**src/rtl/serial_frame_receiver.sv**
```systemverilog
// serial_frame_receiver: 8N1 UART deserialiser plus sensor frame reassembly.
// A frame is a sync byte, PAYLOAD_BYTES payload bytes and an XOR checksum byte.
// Good frames update a 102-bit sensor_iterations word.
//   clk_12MHz          in   system clock, rising edge
//   reset              in   asynchronous, active-high
//   rx                 in   UART line, idle high, asynchronous to clk_12MHz
//   sensor_iterations  out  last good frame payload, payload byte 0 in bits [7:0]
//   frame_valid        out  1-cycle pulse, sensor_iterations updated
//   frame_error        out  1-cycle pulse, frame discarded
//   byte_count         out  payload bytes received in the current frame
module serial_frame_receiver #(
  parameter int unsigned CLKS_PER_BIT  = 12,
  parameter logic [7:0]  SYNC_BYTE     = 8'hA5,
  parameter int unsigned PAYLOAD_BYTES = 13,
  parameter int unsigned TIMEOUT_BITS  = 20
) (
  input  logic         clk_12MHz,
  input  logic         reset,
  input  logic         rx,
  output logic [101:0] sensor_iterations,
  output logic         frame_valid,
  output logic         frame_error,
  output logic [3:0]   byte_count
);

  localparam int unsigned BUF_W    = PAYLOAD_BYTES * 8;
  localparam int unsigned CNT_W    = $clog2(CLKS_PER_BIT);
  localparam int unsigned TO_LIMIT = TIMEOUT_BITS * CLKS_PER_BIT;
  localparam int unsigned TO_W     = $clog2(TO_LIMIT + 1);

  localparam logic [CNT_W-1:0] HALF_M1  = CNT_W'(CLKS_PER_BIT / 2 - 1);
  localparam logic [CNT_W-1:0] BIT_M1   = CNT_W'(CLKS_PER_BIT - 1);
  localparam logic [TO_W-1:0]  TO_MAX   = TO_W'(TO_LIMIT);
  localparam logic [3:0]       LAST_IDX = 4'(PAYLOAD_BYTES - 1);

  typedef enum logic [1:0] {
    B_IDLE,
    B_START,
    B_DATA,
    B_STOP
  } bit_state_t;

  typedef enum logic [1:0] {
    F_WAIT_SYNC,
    F_PAYLOAD,
    F_CHECK
  } frame_state_t;

  // synchroniser and edge detect
  logic rx_meta_q, rx_s_q, rx_prev_q;

  // bit-level receiver
  bit_state_t       bit_state_q, bit_state_d;
  logic [CNT_W-1:0] bit_cnt_q, bit_cnt_d;
  logic [2:0]       bit_idx_q, bit_idx_d;
  logic [7:0]       shift_q, shift_d;
  logic             byte_strobe;
  logic             stop_err;

  // frame-level assembler
  frame_state_t     frame_state_q, frame_state_d;
  logic [BUF_W-1:0] buf_q, buf_d;
  logic [7:0]       chk_q, chk_d;
  logic [3:0]       byte_count_q, byte_count_d;
  logic [TO_W-1:0]  idle_q, idle_d;
  logic [101:0]     sensor_q, sensor_d;
  logic             frame_valid_q, frame_valid_d;
  logic             frame_error_q, frame_error_d;
  logic             timeout;

  always_ff @(posedge clk_12MHz or posedge reset) begin
    if (reset) begin
      rx_meta_q <= 1'b1;
      rx_s_q    <= 1'b1;
      rx_prev_q <= 1'b1;
    end else begin
      rx_meta_q <= rx;
      rx_s_q    <= rx_meta_q;
      rx_prev_q <= rx_s_q;
    end
  end

  // A held-low line after a stop error produces no new falling edge, so the
  // receiver naturally waits for rx_s to return high before the next start.
  always_comb begin
    bit_state_d = bit_state_q;
    bit_cnt_d   = bit_cnt_q;
    bit_idx_d   = bit_idx_q;
    shift_d     = shift_q;
    byte_strobe = 1'b0;
    stop_err    = 1'b0;
    case (bit_state_q)
      B_IDLE: begin
        if (rx_prev_q && !rx_s_q) begin
          bit_state_d = B_START;
          bit_cnt_d   = '0;
        end
      end
      B_START: begin
        if (bit_cnt_q == HALF_M1) begin
          bit_cnt_d   = '0;
          bit_idx_d   = '0;
          bit_state_d = rx_s_q ? B_IDLE : B_DATA;
        end else begin
          bit_cnt_d = bit_cnt_q + 1'b1;
        end
      end
      B_DATA: begin
        if (bit_cnt_q == BIT_M1) begin
          bit_cnt_d = '0;
          shift_d   = {rx_s_q, shift_q[7:1]};
          if (bit_idx_q == 3'd7) begin
            bit_state_d = B_STOP;
          end else begin
            bit_idx_d = bit_idx_q + 1'b1;
          end
        end else begin
          bit_cnt_d = bit_cnt_q + 1'b1;
        end
      end
      B_STOP: begin
        if (bit_cnt_q == BIT_M1) begin
          bit_cnt_d   = '0;
          bit_state_d = B_IDLE;
          if (rx_s_q) begin
            byte_strobe = 1'b1;
          end else begin
            stop_err = 1'b1;
          end
        end else begin
          bit_cnt_d = bit_cnt_q + 1'b1;
        end
      end
      default: bit_state_d = B_IDLE;
    endcase
  end

  always_ff @(posedge clk_12MHz or posedge reset) begin
    if (reset) begin
      bit_state_q <= B_IDLE;
      bit_cnt_q   <= '0;
      bit_idx_q   <= '0;
      shift_q     <= '0;
    end else begin
      bit_state_q <= bit_state_d;
      bit_cnt_q   <= bit_cnt_d;
      bit_idx_q   <= bit_idx_d;
      shift_q     <= shift_d;
    end
  end

  assign timeout = (idle_q == TO_MAX);

  // The frame FSM consumes the byte in the same cycle as the stop-bit sample,
  // so frame_valid/frame_error are registered one cycle later.
  always_comb begin
    frame_state_d = frame_state_q;
    buf_d         = buf_q;
    chk_d         = chk_q;
    byte_count_d  = byte_count_q;
    sensor_d      = sensor_q;
    frame_valid_d = 1'b0;
    frame_error_d = 1'b0;
    if (byte_strobe) begin
      idle_d = '0;
    end else if (timeout) begin
      idle_d = idle_q;
    end else begin
      idle_d = idle_q + 1'b1;
    end
    case (frame_state_q)
      F_WAIT_SYNC: begin
        if (byte_strobe && shift_q == SYNC_BYTE) begin
          frame_state_d = F_PAYLOAD;
          buf_d         = '0;
          chk_d         = '0;
          byte_count_d  = '0;
        end
      end
      F_PAYLOAD: begin
        if (byte_strobe) begin
          for (int unsigned i = 0; i < PAYLOAD_BYTES; i++) begin
            if (byte_count_q == 4'(i)) begin
              buf_d[i*8 +: 8] = shift_q;
            end
          end
          chk_d        = chk_q ^ shift_q;
          byte_count_d = byte_count_q + 1'b1;
          if (byte_count_q == LAST_IDX) begin
            frame_state_d = F_CHECK;
          end
        end else if (stop_err || timeout) begin
          frame_error_d = 1'b1;
          frame_state_d = F_WAIT_SYNC;
          byte_count_d  = '0;
        end
      end
      F_CHECK: begin
        if (byte_strobe) begin
          if (shift_q == chk_q && buf_q[BUF_W-1:102] == '0) begin
            sensor_d      = buf_q[101:0];
            frame_valid_d = 1'b1;
          end else begin
            frame_error_d = 1'b1;
          end
          frame_state_d = F_WAIT_SYNC;
          byte_count_d  = '0;
        end else if (stop_err || timeout) begin
          frame_error_d = 1'b1;
          frame_state_d = F_WAIT_SYNC;
          byte_count_d  = '0;
        end
      end
      default: begin
        frame_state_d = F_WAIT_SYNC;
        byte_count_d  = '0;
      end
    endcase
  end

  always_ff @(posedge clk_12MHz or posedge reset) begin
    if (reset) begin
      frame_state_q <= F_WAIT_SYNC;
      buf_q         <= '0;
      chk_q         <= '0;
      byte_count_q  <= '0;
      idle_q        <= '0;
      sensor_q      <= '0;
      frame_valid_q <= 1'b0;
      frame_error_q <= 1'b0;
    end else begin
      frame_state_q <= frame_state_d;
      buf_q         <= buf_d;
      chk_q         <= chk_d;
      byte_count_q  <= byte_count_d;
      idle_q        <= idle_d;
      sensor_q      <= sensor_d;
      frame_valid_q <= frame_valid_d;
      frame_error_q <= frame_error_d;
    end
  end

  assign sensor_iterations = sensor_q;
  assign frame_valid       = frame_valid_q;
  assign frame_error       = frame_error_q;
  assign byte_count        = byte_count_q;

endmodule
```
**config.mk**
```make
export PLATFORM = sky130hd
export DESIGN_NAME = serial_frame_receiver
export DESIGN_NICKNAME = d
export VERILOG_FILES = /design/src/rtl/serial_frame_receiver.sv
export SDC_FILE = /design/constraint.sdc
export NUM_CORES = 1
export LEC_CHECK = 0
export BUFFER_PORTS_ARGS = -buffer_cell sky130_fd_sc_hd__buf_2
export CORE_ASPECT_RATIO = 0.5
export CORE_UTILIZATION = 55
export DETAILED_ROUTE_END_ITERATION = 8
export GPL_TIMING_DRIVEN = 0
export PLACE_DENSITY = 0.77
export SLEW_MARGIN = 20
export SYNTH_ARGS = -nofsm -noshare
export SYNTH_HDL_FRONTEND = slang
export SYNTH_SLANG_ARGS = --single-unit
```
**constraint.sdc**
```tcl
create_clock -name clk_12MHz -period 12.4 [get_ports clk_12MHz]
set_input_delay 1.24 -clock clk_12MHz [delete_from_list [all_inputs] [get_ports clk_12MHz]]
set_output_delay 1.24 -clock clk_12MHz [all_outputs]
set_load 0.005 [all_outputs]
```
==> Word-level counts from Yosys, hierarchy flattened <==
Index checks and enable logic that the tools add are counted.
{ "totals": {"register_bits": 250, "inputBits": 3, "output_inout_bits": 108, "elab_cells": 170} }
{ "op_classes": {"add_sub_neg": 4, "eq_ne": 46, "n_mux": 61, "bitwise_logic": 1, "reduce_logical": 31} }
{ "op_table": {"columns": ["cell", "n"], "rows": [
  ["2-to-1 mux 104 bit", 2],
  ["one-hot mux 104 bit (2 select lines)", 1],
  ["2-to-1 mux 8 bit", 17],
  ["AND reduction 4 bit", 14],
  ["!= test 2 bit, second input constant", 22],
  ["2-to-1 mux 4 bit", 7],
  ["equality test 4 bit, second input constant", 6],
  ["one-hot mux 4 bit (3 select lines)", 2],
  ["2-to-1 mux 2 bit", 11],
  ["equality test 4 x 3 -> 1 bit, second input constant", 5],
  ["equality test 8 bit, second input constant", 2],
  ["one-hot mux 8 bit (2 select lines)", 1],
  ["2-to-1 mux 1 bit", 13],
  ["2-to-1 mux 3 bit", 3],
  ["adder 4 x 1 -> 4 bit, second input constant", 2],
  ["adder 8 x 1 -> 8 bit, second input constant", 1],
  ["equality test 4 x 2 -> 1 bit, second input constant", 2],
  ["equality test 8 bit", 1],
  ["one-hot mux 2 bit (4 select lines)", 1],
  ["bitwise XOR 8 bit", 1],
  ["equality test 2 bit, second input constant", 3],
  ["zero test 2 bit", 3],
  ["one-hot mux 2 bit (3 select lines)", 1],
  ["one-hot mux 3 bit (2 select lines)", 1],
  ["other kinds (15)", 21]
]} }

==> Logic depth before layout (Yosys ltp) <==
Gate-level depths: netlist of run 1.
{ "depth": {"ltp_word": 7, "ltp_mapped": 8, "mapped_depth_nobuf": 7} }

==> Worst setup path before layout of run 1 <==
No wires, ideal clock.
{ "synth_timing": {"path_type": "reg2reg", "startpoint": "register frame_state_q[1]", "endpoint": "register buf_q[10]", "setup_time_ps": 125, "arrival_ps": 2000, "required_time_ps": 12275, "setup_slack_ps": 10275, "stages_incl_launch_ff": 9, "path_buffers": 2, "period_less_slack_ps": 2125, "cell_sequence": "dfrtp_1 > inv_1 > ha_1 > clkbuf_1 > nor2_1 > or3_4 > buf_12 > a21oi_4 > mux2_2"} }
{ "synth_between": {"elab_chain_cells": 3, "elab_cells_between_ends": 8, "classes_between": "eq/ne: 4; mux: 1; reduce/logical: 3"} }
{ "synth_lines": {"columns": ["item", "line", "source"], "rows": [
  ["from (decl)", "61", "frame_state_t frame_state_q, frame_state_d;"],
  ["from (signal assigned)", "232", "frame_state_q <= frame_state_d;"],
  ["equality test 2 x 1 -> 1 bit or zero test 2 bit (tied branches)", "171", "case (frame_state_q)"],
  ["!= test 2 bit (no line) or nonzero test 2 bit (tied branches)", null, null],
  ["AND reduction 4 bit (no line)", null, null],
  ["to (signal assigned)", "233", "buf_q <= buf_d;"],
  ["to (decl)", "62", "logic [BUF_W-1:0] buf_q, buf_d;"]
]} }
Parallel ways exist; a longest one is shown, timed or not.
A chain may end at the register's enable or synchronous reset.

==> Worst setup path after layout of run 1 <==
{ "layout_timing": {"startpoint": "register frame_state_q[1]", "endpoint": "register buf_q[100]"} }
Same word-level chain as after synthesis.

==> impl_metrics.toml, run 1 <==
[logic_synthesis]
syn-instance-count = 713
yosysWarnings = 0
synthesis.area_um2 = 10380
syn-num-nets = 730
ys.flop_type = "dfrtp_1"
avgSynthCellArea_um2 = 14.56
synthArstFlopShare_pct = 100.0
synth-seq-cells = 250
ys_seq_area_share_pct = 60.30
synth_edf_count = 0
synth.distinct_cells = 52

[critical_path]
critPathSlowestCell = "buf_1"
crit_family = "buffers and inverters"
cp_max_fo = 10
worstPathRequired_ps = 12850
crit_path_max_incr_delay_ps = 630
path_cells = "inv_1 -> ha_1 -> clkbuf_1 -> buf_2 -> and2_1 -> buf_1 -> mux2_2"
end_kind = "flip-flop"
crit_buf_inv = 4
worstSetupStartpointType = "flip-flop"
crit_type = "reg -> reg"
arrival_ps = 2970

[die]
row_count = 35
die_x_um = 196.3
ioPinCount = 111
dieArea_um2 = 19460
chipHeight_um = 99.15
core-area_um2 = 18440
initial_core_util_pct = 56.31

[job]
maxCapViolations = 0

[drt]
vias = 6084
wire_per_inst_um = 18.50
drcViolationCount = 0
drt_pass1_iterations = 4
dr.first_iter.drc_count = 284
wirelength_um = 20780
final_antenna_net_count = 0
viasPerCell = 5.418

[grt]
antenna_found_initial = 0
grt-ovfl-total = 0
grt_usage_pct = 22.10
grt_pass1_vias = 6121
grt_pass1_wl_um = 33490
grt_max_degree = 98

[clock_tree]
clk_pin_slew_worst_paths_ps = 70
clk_latency_ps = 520
ctsHoldBuffers = 0
post_cts_resized = 0
cts_tree = "done"
root_buffer = "clkbuf_16"
clock-sinks = 250
htree_levels = 1
clk_path_buf_depth = 3
cts_buffers = 22
post-cts-setup-buffer-count = 0

[placed_design]
place_congestion = 0.8576
dp_hpwl_um = 14340
io_buffers = 110

[pwr]
peakVddDrop_uv = 103.7
p_per_area_nw_per_um2 = 137.9
finalPower_w = 0.001664
leakage_nw = 6.370

[timing]
setup-tns-final_ps = 0
maxSlewViolCount = 0
setup_violations = 0
clock_skew_ps = 16.62
min_period_ps = 2513
clock.fmax_mhz = 398.0
fin_crit_sh_pct = 20.26
rsz0062_at_grt = "false"
slew_headroom_pct = 47.43
hold_violations = 0
tightest_slew_ps = 788.5

[finish]
area_growth_pct = 16.24
final_cell_mix = "247 x dfrtp_1, 157 x mux2_2, 113 x buf_2, 58 x mux2_1"
fillers = 1328
multi_input_area_um2 = 3886
mostFrequentLayoutCell = "dfrtp_1"
num_antenna_cells = 0
drive_gt1_share_pct = 39.70
seq_area_um2 = 6260
nets = 866

[worst_hold_path]
min_path_type = "reg -> reg"

[outcome]
status = "complete, no violations"
==> logic make-up after synthesis <==
logic type                 synth area share [%]
AOI/OAI and AO/OA                         4.086
xor gates and xnor gates                  1.097
buffers and inverters                     2.326
and+or+nand+nor                           6.894
DFF                                       60.30
adders and majority gates                 1.687
muxes                                     23.61
==> flip-flops by register name, summed over array words and instances (netlist names), 3 cells and up, named ones only <==
name / count
bit_cnt_q: 4
chk_q: 8
shift_q: 8
byte_count: 4
idle_q: 8
buf_q: 104
bit_idx_q: 3
sensor_iterations: 102
==> layer usage <==
| metal | wire [µm] | GRT usage (%) | vias to the layer above |
|---|---|---|---|
| li1 | - | - | 2796 |
| met1 | 9750 | 32.43 | 3146 |
| met2 | 9615 | 35.16 | 115 |
| met3 | 1186 | 4.510 | 27 |
| met4 | 228 | 3.185 | 0 |
| met5 | 0 | 0 | - |
==> cell usage after synthesis (8+ instances only) <==
master,instances,share of area [%]
a21oi_1,15,0.72
a22o_1,8,0.67
and2_1,9,0.54
buf_1,8,0.29
buf_6,8,0.87
dfrtp_1,247,60
ha_1,14,1.7
inv_1,13,0.47
mux2_1,58,6.3
mux2_2,157,17
nand2_1,22,0.80
nand2b_1,16,0.96
nand3_1,9,0.43
nor2_1,19,0.69
o21ai_0,20,0.96
xnor2_1,9,0.76
==> through the flow <==
stage	hold slack [ps]	utilization (%)	instance area (µm²)	cells	setup slack, ps
floorplan	345.2	-	10380	713	4293
global placement	347.6	61.05	11260	1082	2092
detailed placement	352.7	61.39	11320	1084	9881
CTS	363.1	65.42	12060	1123	9869
global route	367.3	65.45	12070	1123	9712
finish	361.5	65.45	12070	1123	9887
==> final cells by class <==
class                           count  share of cell area, %
Multi-Input combinational cell    422                  32.21
Tap cell                          259                  2.686
Clock buffer                       29                  5.195
Inverter                           14                 0.4977
Clock inverter                     10                 0.9540
Buffer                             27                  1.566
Timing Repair Buffer              112                  5.019
Sequential cell                   250                  51.88
==> worst paths after layout <==
path / start / to / slack, ps / cells past startpoint
max: frame_state_q[1]$_DFFE_PP0P_ / buf_q[100]$_DFFE_PP0P_ / 9890 / 7
min: rx_meta_q$_DFF_PP1_ / rx_s_q$_DFF_PP1_ / 360 / 0
max reg2reg: frame_state_q[1]$_DFFE_PP0P_ / buf_q[100]$_DFFE_PP0P_ / 9890 / 7
min reg2reg: rx_meta_q$_DFF_PP1_ / rx_s_q$_DFF_PP1_ / 360 / 0
max in group asynchronous: reset / rx_s_q$_DFF_PP1_ / 10690 / 3
min in group asynchronous: reset / buf_q[24]$_DFFE_PP0P_ / 840 / 2
==> power breakdown <==
part            total, W  internal, W  switching, W
registers       0.000869     0.000841     0.0000281
logic          0.0000943    0.0000382     0.0000561
clock network   0.000701     0.000400      0.000301
(Power assumes the default switching activity.)
==> run 2: changes to the inputs <==
- clock period: 12.4 -> 2.4 ns (I/O delays scaled with it)
==> impl_metrics.toml, run 2 (same netlist as run 1, synthesis figures left out) <==
[clock_tree]
clock-sinks = 250
clk_pin_slew_worst_paths_ps = 60
htree_levels = 1
cts_tree = "done"
clk_path_buf_depth = 3
root_buffer = "clkbuf_16"
clk_latency_ps = 500
cts_buffers = 22

[grt]
grt_max_degree = 35
grt_use_met1_pct = 32.98
grt_usage_pct = 22.85
grt_pass1_vias = 6303
busiest_layer = "met2"
met3_usage_pct = 4.340
grt-ovfl-total = 0
grtUsageMet2_pct = 36.50
antenna_found_initial = 0
grt_pass1_wl_um = 34430

[timing]
slew_headroom_pct = 50.89
maxSlewViolCount = 0
tightest_slew_ps = 736.7
hold_ws_ps = 337.2
clock_skew_ps = 9.429
rsz0062_at_grt = "false"
clock.fmax_mhz = 431.2
layout_setup_ws_ps = 80.76
min_period_ps = 2319
setup_violations = 0
fin_crit_sh_pct = 96.63
hold_violations = 0

[job]
maxCapViolations = 0

[drt]
viasPerCell = 5.404
vias = 6139
wire_per_inst_um = 18.77
drt_pass1_iterations = 4
drcViolationCount = 0
dr.first_iter.drc_count = 315
final_antenna_net_count = 0
wirelength_um = 21330

[pwr]
p_per_area_nw_per_um2 = 681.8
finalPower_w = 0.008401
leakage_nw = 6.477
peakVddDrop_uv = 449.1

[finish]
drive_gt1_share_pct = 41.28
nets = 882
stdcell_area_um2 = 12320
multi_input_area_um2 = 3905
area_growth_pct = 18.69
final_cell_mix = "247 x dfrtp_1, 157 x mux2_2, 118 x buf_2, 58 x mux2_1, 23 x clkbuf_16"
top_register = "buf_q"
instances_no_fill = 1136
fillers = 1255
seq_area_um2 = 6260
largest_register_ffs = 104
num_antenna_cells = 0
mostFrequentLayoutCell = "dfrtp_1"

[critical_path]
crit_type = "reg -> reg"
crit_buf_inv = 1
cp_max_fo = 10
end_kind = "flip-flop"
crit_family = "simple AND/OR/NAND/NOR gates"
path_cells = "ha_2 -> and3b_1 -> nand2_1 -> or3_4 -> buf_12 -> a21oi_4 -> mux2_2"
critPathSlowestCell = "dfrtp_1"
worstSetupStartpointType = "flip-flop"
worstPathRequired_ps = 2780
arrival_ps = 2700
crit_path_max_incr_delay_ps = 380

[placed_design]
placedInstanceArea_um2 = 11430
io_buffers = 110
dp_hpwl_um = 14610
place_ws_ps = -119.1
dp.cells = 1090
place_congestion = 0.9132

[die]
die_x_um = 196.3
initial_core_util_pct = 56.31
chipHeight_um = 99.15
core-area_um2 = 18440
row_count = 35
ioPinCount = 111
dieArea_um2 = 19460

[outcome]
status = "complete, no violations"

[worst_hold_path]
min_path_type = "in -> async"
==> run 2: cell count changes in the layout (fill, tap and decap cells not counted), sizes merged <==
cell         previous run  this run
clkinv                  8         2
clkbuf                 34        37
clkinvlp                0         3
buf                   134       149
bufinv                  2         0
dlygate4sd3             0         2
inv                    14        12
==> run 2: final timing paths <==
path / start / to / slack [ps] / cells after the start
min in group clk_12MHz: rx_meta_q$_DFF_PP1_ / rx_s_q$_DFF_PP1_ / 360 / 0
max in group asynchronous: reset / shift_q[3]$_DFFE_PP0P_ / 1080 / 6
worst max-delay path: bit_cnt_q[1]$_DFFE_PP0P_ / buf_q[65]$_DFFE_PP0P_ / 80 / 7
worst max register to register: bit_cnt_q[1]$_DFFE_PP0P_ / buf_q[65]$_DFFE_PP0P_ / 80 / 7
worst min-delay path: reset / sensor_iterations[25]$_DFFE_PP0P_ / 340 / 3
worst min register to register: rx_meta_q$_DFF_PP1_ / rx_s_q$_DFF_PP1_ / 360 / 0
==> run 2: per-layer routing <==
metal,vias up,share of wire (%)
met5,-,0
met4,0,1.7
met3,32,4.1
met2,121,47
met1,3177,47
li1,2809,-
==> run 2: area by class of cell <==
| type | instances | area share [%] |
|---|---|---|
| clock inverters | 3 | 0.1422 |
| plain buffers | 26 | 1.554 |
| flip-flops and latches | 250 | 50.80 |
| multi-input cells | 422 | 31.69 |
| clock buffers | 33 | 5.382 |
| inverters | 14 | 0.4874 |
| well taps | 259 | 2.630 |
| repair buffers | 129 | 7.311 |
==> run 2: metrics by stage <==
step	util (%)	setup TNS (ps)
2_1_floorplan	-	-278720
3_3_place_gp	61.07	-587670
3_5_place_dp	62.02	-2017
4_1_cts	66.40	-68.46
5_1_grt	66.83	0
6_report	66.83	0
==> run 2: worst min-delay path: cells and delay by family <==
kind | cells | cell delay, ps
buf+inv | 3 | 1030
==> run 2: what timing repair did <==
action,4_1_cts,5_1_grt
setup buffers,5,4
gates resized for setup,5,6
hold buffers,2,0
pin swaps,2,1
endpoints found under the setup margin,60,186
hold endpoints to repair,19,0
==> run 2: report_power, final <==
group	internal [W]	total, W	switching (W)
combinational	0.000229	0.000532	0.000303
sequential	0.00434	0.00448	0.000140
clock	0.00190	0.00338	0.00149
total	0.00647	0.00840	0.00193
==> run 3: changes to the inputs <==
- MAX_ROUTING_LAYER: not set -> met4
- REMOVE_ABC_BUFFERS: not set -> 1
==> impl_metrics.toml, run 3 (same netlist as run 1, synthesis figures left out) <==
[clock_tree]
clk_latency_ps = 520
cts_tree = "done"
htree_levels = 1
root_buffer = "clkbuf_16"
cts_buffers = 23
clk_pin_slew_worst_paths_ps = 70
clock-sinks = 250
clk_path_buf_depth = 3

[finish]
drive_gt1_share_pct = 40.47
largest_register_ffs = 104
num_antenna_cells = 0
stdcell_area_um2 = 12240
top_register = "buf_q"
mostFrequentLayoutCell = "dfrtp_1"
area_growth_pct = 17.87
final_cell_mix = "247 x dfrtp_1, 157 x mux2_2, 110 x buf_2, 58 x mux2_1, 23 x clkbuf_16"
nets = 856

[critical_path]
worstSetupStartpointType = "flip-flop"
rrSetupSlack_ps = 70
cp_max_fo = 8
end_kind = "flip-flop"
worstPathRequired_ps = 2800
cpMostUsedCell = "inv_1"
ff2ff_path_depth = 7
crit_path_max_incr_delay_ps = 510
critPathSlowestCell = "or3_4"
arrival_ps = 2720
path_cells = "inv_1 -> ha_1 -> inv_1 -> a21oi_2 -> or3_4 -> nor2_4 -> mux2_2"
crit_type = "reg -> reg"
worstReg2RegStart = "frame_state_q[0]$_DFFE_PP0P_"
worstReg2RegEnd = "buf_q[43]$_DFFE_PP0P_"

[pwr]
p_per_area_nw_per_um2 = 738.9
peakVddDrop_uv = 597.4
leakage_nw = 6.444

[timing]
maxSlewViolCount = 0
clock.fmax_mhz = 429.4
setup-tns-final_ps = 0
tightest_slew_ps = 881.4
hold_violations = 0
setup_violations = 0
clock_skew_ps = 12.85
min_period_ps = 2329
fin_crit_sh_pct = 97.04
slew_headroom_pct = 41.24
rsz0062_at_grt = "false"

[placed_design]
io_buffers = 110
dp_hpwl_um = 13240
placedInstanceArea_um2 = 11200
place_congestion = 0.8607

[grt]
grt_pass1_vias = 6408
grt_usage_pct = 23.61
grt_pass1_wl_um = 34710
antenna_found_initial = 0
grt_max_degree = 111
grt-ovfl-total = 0

[die]
chipHeight_um = 99.15
ioPinCount = 111
die_x_um = 196.3
row_count = 35
core-area_um2 = 18440
initial_core_util_pct = 56.31
dieArea_um2 = 19460

[worst_hold_path]
min_path_type = "in -> async"

[job]
maxCapViolations = 0

[outcome]
status = "complete, no violations"

[drt]
dr.first_iter.drc_count = 363
wire_per_inst_um = 19.16
wirelength_um = 21350
viasPerCell = 5.513
drcViolationCount = 0
final_antenna_net_count = 0
vias = 6141
drt_pass1_iterations = 4
## run 3: cell types whose count changed in the layout (fill, tap and decap cells not counted), moves of 5 or more
cell / change
buf_12: -11
buf_2: -8
buf_6: -7
bufinv_16: +5
## run 3: worst max-delay path by stage
stage	startpoint	endpoint	slack [ps]	cells past startpoint
2_1_floorplan	reset	async pin	-4710	1
3_3_place_gp	reset	sensor_iterations[85]$_DFFE_PP0P_	-7190	2
3_5_place_dp	frame_state_q[1]$_DFFE_PP0P_	frame_state_q[1]$_DFFE_PP0P_	-930	7
4_1_cts	bit_cnt_q[0]$_DFFE_PP0P_	sensor_iterations[25]$_DFFE_PP0P_	-20	7
5_1_grt	frame_state_q[1]$_DFFE_PP0P_	buf_q[52]$_DFFE_PP0P_	1	7
6_report	frame_state_q[0]$_DFFE_PP0P_	buf_q[43]$_DFFE_PP0P_	70	7
## run 3: repair_timing
item,CTS,global route
hold buffers,2,0
endpoints found under the setup margin,118,209
gates cloned,2,0
gates resized for setup,6,4
setup buffers,5,5
pin swaps,3,3
hold endpoints to repair,55,0
## run 3: metrics by stage
step	worst slack [ps]	std cells	utilization, %	total power (W)	hold WS, ps
final	71.15	1114	66.37	0.009042	274.7
after global routing	1.224	1114	66.37	0.009380	314.0
after CTS	-17.46	1109	66.05	0.009090	284.4
after detailed placement	-929.2	1059	60.74	0.005057	281.5
after global placement	-7187	1055	60.03	0.005004	348.5
after floorplan	-4707	686	-	0.004913	244.5
## run 3: power by group
group | internal, W | switching (W)
Combinational | 0.000208 | 0.000297
Sequential | 0.00434 | 0.000160
Clock | 0.00245 | 0.00158
## run 3: worst max-delay path: cells and delay by family, from the launching register on
| family | cells | cell delay, ps |
|---|---|---|
| fa+ha+maj | 1 | 240 |
| simple gates | 2 | 800 |
| flops | 1 | 450 |
| buf+inv | 2 | 240 |
| compound gates | 1 | 90 |
| mux | 1 | 380 |
## run 3: area by class of cell
class,count,area [µm²]
flip-flops and latches,250,6260
fillers,1271,6200
multi-input cells,424,3958
repair buffers,126,797.0
clock buffers,33,653.1
well taps,259,324.1
clock inverters,8,183.9
inverters,14,61.31
## run 3: per-layer routing
metal | global-route usage, % | wire [µm] | up-vias
met1 | 32.16 | 9660 | 3187
met4 | 6.490 | 541 | 0
li1 | - | - | 2776
met5 | - | 0 | -
met2 | 36.63 | 10040 | 136
met3 | 4.612 | 1105 | 42
